File: src/rtl/alu_share_ctrl.sv
// Round-robin front end that shares one external ALU between two requesters.
// One transaction in flight: accept -> one ALU settle cycle -> held response.
//
// state | meaning
// IDLE  | arbitrate; ready is given combinationally to the granted requester
// EXEC  | registered operands drive the ALU for one cycle; result captured at the edge
// RESP  | response held stable until the consumer takes it
module alu_share_ctrl #(
  parameter int DATA_W = 32
) (
  input  logic              clk,
  input  logic              reset,
  input  logic              req0_valid,
  output logic              req0_ready,
  input  logic [DATA_W-1:0] req0_a,
  input  logic [DATA_W-1:0] req0_b,
  input  logic [3:0]        req0_op,
  input  logic              req1_valid,
  output logic              req1_ready,
  input  logic [DATA_W-1:0] req1_a,
  input  logic [DATA_W-1:0] req1_b,
  input  logic [3:0]        req1_op,
  output logic [DATA_W-1:0] alu_a,
  output logic [DATA_W-1:0] alu_b,
  output logic [3:0]        alu_ctrl,
  input  logic [DATA_W-1:0] alu_result,
  input  logic              alu_zero,
  output logic              rsp_valid,
  input  logic              rsp_ready,
  output logic              rsp_id,
  output logic [DATA_W-1:0] rsp_data,
  output logic              rsp_zero,
  output logic              busy
);

  typedef enum logic [1:0] {
    IDLE = 2'd0,
    EXEC = 2'd1,
    RESP = 2'd2
  } state_t;

  state_t state, state_nxt;

  logic last_grant;
  logic id_q;
  logic grant_sel;
  logic accept;

  always_ff @(posedge clk or posedge reset) begin
    if (reset) begin
      state <= IDLE;
    end else begin
      state <= state_nxt;
    end
  end

  // On a tie the requester that did not win last time gets the ALU.
  always_comb begin
    state_nxt  = state;
    grant_sel  = 1'b0;
    accept     = 1'b0;
    req0_ready = 1'b0;
    req1_ready = 1'b0;
    case (state)
      IDLE: begin
        if (req0_valid && req1_valid) begin
          grant_sel = ~last_grant;
        end else begin
          grant_sel = req1_valid;
        end
        if (req0_valid || req1_valid) begin
          accept     = 1'b1;
          req0_ready = ~grant_sel;
          req1_ready = grant_sel;
          state_nxt  = EXEC;
        end
      end
      EXEC: begin
        state_nxt = RESP;
      end
      RESP: begin
        if (rsp_ready) begin
          state_nxt = IDLE;
        end
      end
      default: begin
        state_nxt = IDLE;
      end
    endcase
  end

  assign busy = (state != IDLE);

  // ALU operands stay put after EXEC so the ALU output is stable until the next grant.
  always_ff @(posedge clk or posedge reset) begin
    if (reset) begin
      alu_a      <= '0;
      alu_b      <= '0;
      alu_ctrl   <= 4'b0000;
      id_q       <= 1'b0;
      last_grant <= 1'b1;
    end else if (accept) begin
      alu_a      <= grant_sel ? req1_a  : req0_a;
      alu_b      <= grant_sel ? req1_b  : req0_b;
      alu_ctrl   <= grant_sel ? req1_op : req0_op;
      id_q       <= grant_sel;
      last_grant <= grant_sel;
    end
  end

  always_ff @(posedge clk or posedge reset) begin
    if (reset) begin
      rsp_valid <= 1'b0;
      rsp_id    <= 1'b0;
      rsp_data  <= '0;
      rsp_zero  <= 1'b0;
    end else begin
      if (state == EXEC) begin
        rsp_valid <= 1'b1;
        rsp_id    <= id_q;
        rsp_data  <= alu_result;
        rsp_zero  <= alu_zero;
      end else if ((state == RESP) && rsp_ready) begin
        rsp_valid <= 1'b0;
      end
    end
  end

endmodule

File: config.mk
export PLATFORM = sky130hd
export DESIGN_NAME = alu_share_ctrl
export DESIGN_NICKNAME = d
export VERILOG_FILES = /design/src/rtl/alu_share_ctrl.sv
export SDC_FILE = /design/constraint.sdc
export NUM_CORES = 1
export LEC_CHECK = 0
export BUFFER_PORTS_ARGS = -buffer_cell sky130_fd_sc_hd__buf_4
export CAP_MARGIN = 20
export CORE_MARGIN = 8
export CORE_UTILIZATION = 25
export CTS_BUF_LIST = sky130_fd_sc_hd__clkbuf_16
export CTS_CLUSTER_SIZE = 25
export DETAILED_ROUTE_END_ITERATION = 6
export GPL_TIMING_DRIVEN = 1
export PLACE_DENSITY = 0.47
export SYNTH_ARGS = -nofsm -noshare
export SYNTH_HDL_FRONTEND = slang
export SYNTH_SLANG_ARGS = --single-unit
File: constraint.sdc
create_clock -name clk -period 4.8 [get_ports clk]
set_input_delay 0.96 -clock clk [delete_from_list [all_inputs] [get_ports clk]]
set_output_delay 0.96 -clock clk [all_outputs]
set_load 0.05 [all_outputs]
==> results_dict.tcl <==
set metrics [dict create \
    r2r-end "alu_b[9]" \
    clk_transition_reported_paths_ps 70 \
    clock-sinks 107 \
    hpwl_mm 13.2 \
    grt_first_pass_wirelength_mm 26.2 \
    fin_worst_skew_ps 7.79 \
    reg2reg_slack_ps 2450 \
    drt_wl_total_mm 17.6 \
    max-cap-violations 0 \
    path_class "in2out" \
    final_cell_mix "buf_4, dfrtp_1, a21oi_1" \
    core_area_um2 18000 \
    yosys_warnings 0 \
    syn_inst 467 \
    crit_end "req1_ready" \
    finalMaxSlewViolations 0 \
    drive_gt1_share_pct 48.0 \
    cts_hold_buf 0 \
    overflow 0 \
    wl_per_cell_um 18.3 \
    critPathMaxStageDelay_ps 400 \
    syn_area_um2 4590 \
    dieArea_um2 23000 \
    end_kind "primary output" \
    fmax_ghz 0.343 \
    finalHoldViolCount 0 \
    grtUsageTotal_pct 14.7 \
    port_buffers 279 \
    power_density_nw_per_um2 859 \
    syn_area_per_cell_um2 9.84 \
    critPathMaxFanout 23 \
    worstMarginPinSlew_ps 866 \
    setup_tns_ps 0 \
    area_growth_pct 55.4 \
    ys_seq_area_share_pct 58.3 \
    rsz0062_at_grt "no" \
    setup_viol 0 \
    die_w_um 152 \
    r2r_start "state[1]" \
    slowest_stage "nand3_2" \
    final_common_cell "buf_4" \
    fin_util_pct 39.6 \
    final_nets 904 \
    routed_via_density 4.55 \
    status "complete, no violations" \
    cts_setup_buffers 0 \
    gp_congestion 0.746 \
    start_util_pct 25.5 \
    vias 4392 \
    cts-root-buf "clkbuf_16" \
    post-route-min-period_ps 2910 \
    grt_pass1_vias 4529 \
    drt_iter0_drc 160 \
    ios 280 \
    route.met2.wl_mm 8.30 \
    top_layer_used "met4" \
    relSlewSlack_pct 42.2 \
    drc 0 \
    cp_common_cell "buf_4" \
    postRouteAntennaNets 0 \
    min_path_type "reg2reg" \
    arrival_ps 1950 \
    cp-start-kind "input pin" \
    cts_resized 0 \
    finalCritPeriodShare_pct 60.7 \
    startpoint "req0_valid" \
    reg2regPathDepth 6 \
    htree_levels 3 \
    wl_met1_mm 7.37 \
    dieHeight_um 152 \
    clk_latency_ps 340 \
    cts_buffers 9 \
    cp.required_ps 3840 \
    clk_path_buf_depth 2 \
    rows 49 \
    dr_wl_met3_mm 1.64 \
    cts_tree "yes" \
    syn_nets 641 \
    worst_ir_drop_vdd_mv 0.481 \
    grt_max_degree 69 \
    synthDistinctLibCells 25 \
    p_leak_nw 3.47 \
    firstDrtPassIters 4 \
    path_cells "buf_4 -> nand2_1 -> nand3_2 -> inv_2 -> buf_4" \
    ys_ff_latch 107 \
    grt_antenna_before_repair 0 \
]
## flip-flops by register name (all words and copies together) (netlist names)
signal / cells
alu_b: 32
alu_a: 32
last_grant: 1
rsp_valid: 1
rsp_id: 1
rsp_data: 32
alu_ctrl: 4
id_q: 1
state: 2
rsp_zero: 1
## cell type report
type / instances / area [um2]
multi-input cells: 322 / 1720
clock buffers: 9 / 225
inverters: 5 / 21.3
fillers: 1818 / 10900
diodes: 1 / 2.50
well taps: 229 / 287
clock inverters: 7 / 67.6
flip-flops and latches: 107 / 2680
repair buffers: 285 / 2140
## critical path: cells and delay by family
family / cells / cell delay (ps)
simple gates: 2 / 480
buf+inv: 3 / 500
## worst min path at each step
stage,to,from,slack (ps),depth (start not counted)
4_1_cts,alu_b[8],alu_b[8],500,2
3_3_place_gp,alu_a[29],alu_a[29],470,2
3_5_place_dp,alu_b[8],alu_b[8],480,2
5_1_grt,alu_b[21],alu_b[21],520,2
6_report,alu_b[16],alu_b[16],490,2
2_1_floorplan,id_q,id_q,460,2
## synthesized netlist by cell type
cell	n	area [um2]
buf_8	1	15.0
nor3b_1	1	7.51
a21oi_1	82	410
nor2b_1	1	6.26
and3_1	1	6.26
o21ai_2	1	8.76
buf_4	4	30.0
inv_2	2	7.51
buf_6	2	22.5
clkbuf_1	5	18.8
nor2_1	72	270
o21ai_0	1	5.00
inv_1	3	11.3
dfstp_2	1	26.3
or2_2	1	6.26
buf_1	1	3.75
nand3_2	1	10.0
o21ai_1	45	225
nor2_4	1	11.3
nand2b_1	1	6.26
buf_2	20	100
a21oi_2	10	87.6
dfrtp_1	106	2650
nand2_1	70	263
mux2_2	34	383
## layer usage
layer  vias up  global-route usage [%]
met3        18                    4.13
met1      2101                    18.2
met4         0                    5.44
met5         -                       0
li1       2082                       -
met2       191                    24.0
## cells by family (layout without fill, tap and decap cells)
group / count (synthesis) / after routing / synth area share, %
and+or+nand+nor: 149 / 149 / 12.8
AOI/OAI and AO/OA: 139 / 139 / 16.0
buffers and inverters: 38 / 306 / 4.55
muxes: 34 / 34 / 8.33
DFF: 107 / 107 / 58.3
other: 0 / 1 / 0
## metrics by stage
stage	cell area (um2)	worst slack, ps	hold slack, ps	instances	total power, W
after global routing	7140	1790	516	964	0.00649
after floorplan	4590	1020	461	467	0.00424
after CTS	7140	1870	496	964	0.00624
after global placement	6840	1860	469	948	0.00542
final	7140	1890	493	965	0.00613
after detailed placement	6840	1870	478	948	0.00546
## report_power, final
| group | leakage [nW] | internal, W | total [W] | switching (W) |
|---|---|---|---|---|
| clock network | 0.145 | 0.000405 | 0.000754 | 0.000350 |
| logic | 2.07 | 0.00115 | 0.00375 | 0.00260 |
| registers | 1.26 | 0.00137 | 0.00163 | 0.000261 |
Note: power is estimated with default switching activity, not from simulation.
